### config.mk
export PLATFORM = sky130hd
export DESIGN_NAME = tt_um_ser_tx
export DESIGN_NICKNAME = d
export VERILOG_FILES = /design/src/rtl/ser_tx_pkg.sv /design/src/rtl/ser_baud_tick.sv /design/src/rtl/tt_um_ser_tx.sv
export SDC_FILE = /design/constraint.sdc
export NUM_CORES = 1
export LEC_CHECK = 0
export ABC_AREA = 0
export BUFFER_PORTS_ARGS = -buffer_cell sky130_fd_sc_hd__buf_2
export CAP_MARGIN = 20
export CORE_ASPECT_RATIO = 0.5
export CORE_UTILIZATION = 40
export DETAILED_ROUTE_END_ITERATION = 8
export GPL_TIMING_DRIVEN = 0
export MAX_ROUTING_LAYER = met4
export PLACE_DENSITY = 0.61
export REMOVE_ABC_BUFFERS = 1
export SYNTH_ARGS = -nofsm -noshare
export SYNTH_HDL_FRONTEND = slang
export SYNTH_SLANG_ARGS = --single-unit
### constraint.sdc
create_clock -name clk -period 3.1 [get_ports clk]
set_clock_uncertainty 0.05 [all_clocks]
set_input_delay 0.62 -clock clk [delete_from_list [all_inputs] [get_ports clk]]
set_output_delay 0.62 -clock clk [all_outputs]
set_load 0.01 [all_outputs]
### src/rtl/ser_tx_pkg.sv
// ser_tx_pkg: shared FSM encoding, frame constants and output bit map for the serial transmitter.
package ser_tx_pkg;
  typedef enum logic [2:0] {IDLE, START, DATA, PARITY, STOP} state_t;
  localparam int unsigned DATA_BITS = 8;
  localparam logic START_BIT = 1'b0;
  localparam logic STOP_BIT = 1'b1;
  localparam int TX_BIT = 0;
  localparam int BUSY_BIT = 1;
  localparam int READY_BIT = 2;
  localparam int FULL_BIT = 3;
endpackage

### src/rtl/ser_baud_tick.sv
// ser_baud_tick: one-cycle tick every CLKS_PER_BIT enabled cycles; clear parks the count at zero.
module ser_baud_tick #(
  parameter int CLKS_PER_BIT = 4
) (
  input  logic clk,
  input  logic rst_n,
  input  logic ena,
  input  logic clear,
  output logic tick
);
  localparam logic [7:0] LAST = 8'(CLKS_PER_BIT - 1);
  logic [7:0] cnt;
  assign tick = ena && cnt == LAST;
  always_ff @(posedge clk) begin
    if (rst_n) cnt <= '0;
    else if (ena) cnt <= (clear || tick) ? '0 : cnt + 8'd1;
  end
endmodule

### src/rtl/tt_um_ser_tx.sv
// tt_um_ser_tx: UART-style serial transmitter with a one-entry holding register and optional even parity.
module tt_um_ser_tx
  import ser_tx_pkg::*;
#(
  parameter int CLKS_PER_BIT = 4
) (
  input  logic       clk,
  input  logic       rst_n,
  input  logic       ena,
  input  logic [7:0] ui_in,
  input  logic [7:0] uio_in,
  output logic [7:0] uo_out,
  output logic [7:0] uio_out,
  output logic [7:0] uio_oe
);
  state_t state, state_nx;
  logic [2:0] bit_cnt;
  logic [7:0] shift, hold_data;
  logic hold_par, hold_full, par_en, par_bit;
  logic tick, load, step, accept, tx, busy;
  logic unused_uio;
  assign unused_uio = &{1'b0, uio_in[7:2]};
  ser_baud_tick #(.CLKS_PER_BIT(CLKS_PER_BIT)) u_baud (
    .clk(clk), .rst_n(rst_n), .ena(ena), .clear(state == IDLE), .tick(tick)
  );
  // accept needs hold_full=0 and load needs hold_full=1, so they never coincide
  assign accept = ena && uio_in[0] && !hold_full;
  always_comb begin
    state_nx = state;
    load = 1'b0;
    step = 1'b0;
    case (state)
      IDLE: if (ena && hold_full) begin
        state_nx = START;
        load = 1'b1;
      end
      START: if (tick) state_nx = DATA;
      DATA: if (tick) begin
        step = 1'b1;
        if (bit_cnt == 3'(DATA_BITS - 1)) state_nx = par_en ? PARITY : STOP;
      end
      PARITY: if (tick) state_nx = STOP;
      STOP: if (tick) begin
        state_nx = hold_full ? START : IDLE;
        load = hold_full;
      end
      default: state_nx = IDLE;
    endcase
  end
  always_ff @(posedge clk) begin
    if (rst_n) begin
      state <= IDLE;
      bit_cnt <= '0;
      shift <= '0;
      hold_data <= '0;
      hold_par <= 1'b0;
      hold_full <= 1'b0;
      par_en <= 1'b0;
      par_bit <= 1'b0;
    end else if (ena) begin
      state <= state_nx;
      hold_full <= accept ? 1'b1 : load ? 1'b0 : hold_full;
      if (accept) begin
        hold_data <= ui_in;
        hold_par <= uio_in[1];
      end
      if (load) begin
        shift <= hold_data;
        par_en <= hold_par;
        par_bit <= ^hold_data;
        bit_cnt <= '0;
      end else if (step) begin
        shift <= shift >> 1;
        bit_cnt <= bit_cnt + 3'd1;
      end
    end
  end
  assign busy = state != IDLE;
  assign tx = (state == IDLE || state == STOP) ? STOP_BIT :
              state == START ? START_BIT :
              state == DATA ? shift[0] : par_bit;
  always_comb begin
    uo_out = '0;
    uo_out[TX_BIT] = tx;
    uo_out[BUSY_BIT] = busy;
    uo_out[READY_BIT] = !hold_full;
    uo_out[FULL_BIT] = hold_full;
  end
  assign uio_out = '0;
  assign uio_oe = '0;
endmodule

==> key figures <==
Status
  – Status: completed

Synthesis
  – Cells after Synth: approximately 220
  – Netlist cell types: between 40 and 50
  – Largest area contributor in the netlist: dfxtp_1
  – Avg Cell Area, Syn: about 8.7 um2
  – Post-synth top area share: 35.21%
  – Number of synthesized flops with an enable pin: 0
  – Cell area after synthesis: roughly 1900 um2
  – Synth top area cells: dfxtp_1, buf_4, o21ai_0
  – Synthesis Warnings: 0
  – Post-synthesis async set-or-reset flop share: 0%
  – Ys flop type: dfxtp_1
  – #FFs+latches synth: 34
  – Post-synthesis sequential area ratio: about a third

Timing
  – Slew margin rel.: between 50 and 60%
  – Setup TNS: 0 ns
  – Slew Limit Fails: 0
  – Worst-Margin Slew: approximately 0.66 ns
  – Hold Violations, Final: 0
  – Setup ws final: 0.9411 ns
  – Fin crit share: a little over two thirds
  – Final min period: 2.159 ns
  – Worst hold margin: around 0.41 ns
  – RSZ-0062 raised after global routing: no
  – FMAX: between 400 and 500 MHz
  – Setup violators final: 0

Clock tree
  – Post-CTS setup buffers: 0
  – CTS tree: done
  – Inserted Clock Buffers: 5
  – # hold bufs at CTS: 0
  – # H-tree levels: 2
  – Worst-path clk slew: roughly 0.08 ns
  – CTS Buffer Depth: 2
  – Worst-skew pair later-pin latency: roughly 0.29 ns
  – Post-CTS Resized: 0
  – CTS Root Cell: clkbuf_8
  – Num Clock Sinks: 34

Power
  – Final Power: ~1100 uW
  – Peak VDD IR: slightly below 200 uV
  – Sw frac: 23.20%
  – P per Cell Area: around 510 nW/um2
  – Switch Pwr: ~250 uW
  – P_leak: between 0.0008 and 0.0009 uW
  – Clock power frac: 46.5%
  – Seq pwr share: between 40% and 50%
  – Gate power share: roughly 10%
  – Internal: between 800 and 900 uW

Worst setup path
  – Crit-path cells: or4bb_1 -> nor3_4 -> nor3_2 -> a221oi_1
  – R2R Setup Slk: approximately 0.94 ns
  – Worst setup path startpoint: state[2]$_SDFFE_PP0P_
  – Crit path kind: reg2reg
  – Max FO, Critical Path: 13
  – Worst path bufs/invs: 0
  – Critical path's slowest cell: or4bb_1
  – Largest delay share family, worst path: simple AND/OR/NAND/NOR gates
  – Slowest stage delay, CP: approximately 0.6 ns
  – Worst reg2reg endpoint: shift[6]$_SDFFE_PP0P_
  – CP required: 3.25 ns
  – Worst R2R Start: state[2]$_SDFFE_PP0P_
  – CP arrival: 2.31 ns
  – R2R depth: 4
  – CP Capture Type: flip-flop
  – Setup crit start kind: flip-flop

Global routing
  – Number of global-route vias before repair: between 1k and 1.5k
  – Final global-route overflow total: 0
  – First-pass GRT wire length: just over 6000 um
  – Largest net degree at the start of global routing: 28
  – Tot GR Track Use: between 10% and 20%
  – Initial antenna violation count: 0

Placement
  – Final HPWL DP: 2462 um
  – Port buffer count: 16
  – Setup slack at placement: roughly 0.85 ns
  – Placer Congestion: between 0.7 and 0.8
  – Dpl cells: between 200 and 300

Worst hold path
  – Hold/Removal Path Class: reg2reg
  – Hold path cells: 2
  – Sink of the worst hold path: shift[2]$_SDFFE_PP0P_
  – Min-delay src: shift[2]$_SDFFE_PP0P_

Die
  – Initial Util: 42.87%
  – I/O pin total: 43
  – Core area: around 4500 um2
  – Chip width: 100.3 um
  – DIE AREA: between 5000 and 6000 um2
  – Rows: 17
  – Height of the chip: between 50 and 60 um

Layout
  – Post-route insts no fill: just under 300
  – Share of layout cells above drive strength 1: about 16%
  – Nets: roughly 250
  – Most common cell after layout, fill and taps aside: dfxtp_1
  – Most frequent cells in the layout: dfxtp_1, conb_1, o21ai_0
  – ANT cells: 0
  – Syn-to-layout area delta: 7.832%

Route
  – # DRC: 0
  – Initial detailed-routing violation count: 46
  – Mean number of vias per cell: around 5
  – Total number of vias: 1,494
  – Wire length per cell: roughly 12 um
  – Antenna Nets Post-Route: 0
  – First-pass iteration count of the detailed router: 4
  – Wirelength, routed: between 3000 and 4000 um

Run
  – Max_cap viols: 0
[state kept, by name, indices dropped and copies added (netlist names)]
name,cells
hold_data,8
shift,8
u_baud.cnt,8
bit_cnt,3
state,3
hold_full,1
hold_par,1
par_bit,1
par_en,1
[area by class of cell]
class,count,area [um2]
clock buffer,5,68.82
clock inverter,3,68.82
fill,451,2425
inverter,11,41.29
multi-input combinational,163,1062
sequential,34,680.7
tap,66,82.58
timing repair buffer,16,80.08
[power groups by stage]
stage               Combinational [uW]  Clock, uW  Sequential [uW]
global placement                   104          0              474
floorplan                         73.9          0              471
detailed placement                 105          0              474
finish                             105        495              464
global route                       117        526              466
CTS                                105        503              464
[metal layers]
| layer | vias to the layer above | share of wire [%] | GRT usage [%] |
|---|---|---|---|
| li1 | 761 | - | - |
| met4 | 0 | 1.2 | 5.072 |
| met3 | 7 | 4.1 | 4.514 |
| met2 | 41 | 44 | 24.43 |
| met5 | - | 0 | - |
| met1 | 685 | 51 | 20.37 |
[synthesized netlist by cell type (7+ instances only)]
cell type,instances
o21ai_0,19
inv_1,11
mux2i_1,9
a21oi_1,9
nor2_1,17
and2_1,7
nand3_1,8
clkbuf_1,7
dfxtp_1,34
a221oi_1,7
buf_4,24
nand2_1,8
xnor2_1,8
[worst max path at each step]
| stage | endpoint | slack (ns) | cells past startpoint |
|---|---|---|---|
| floorplan | shift[7]$_SDFFE_PP0P_ | 1.20 | 4 |
| global placement | shift[7]$_SDFFE_PP0P_ | 0.87 | 5 |
| detailed placement | shift[7]$_SDFFE_PP0P_ | 0.85 | 5 |
| CTS | shift[6]$_SDFFE_PP0P_ | 0.92 | 4 |
| global route | shift[5]$_SDFFE_PP0P_ | 0.75 | 4 |
| finish | shift[6]$_SDFFE_PP0P_ | 0.94 | 4 |
[worst register-to-register path, stage by stage (launching register included)]
cell and delay, ns:
dfxtp_1 0.54, or4bb_1 0.62, nor3_4 0.39, nor3_2 0.17, a221oi_1 0.30
[metrics by stage]
step | cell area [um2] | utilization [%]
2_1_floorplan | 1784 | -
3_3_place_gp | 1947 | 43.17
3_5_place_dp | 1947 | 43.17
4_1_cts | 2085 | 46.23
5_1_grt | 2085 | 46.23
6_report | 2085 | 46.23
[logic make-up after synthesis]
group | after synthesis | share of synthesized area, %
XOR/XNOR | 14 | 6.343
AO/OA/AOI/OAI | 49 | 16.70
AND/OR/NAND/NOR | 68 | 21.43
adder cells (fa/ha/maj) | 3 | 1.942
flip-flops | 34 | 35.21
buffers and inverters | 45 | 13.53
multiplexers | 9 | 4.660
other | 1 | 0.1940
(Power assumes the default switching activity.)
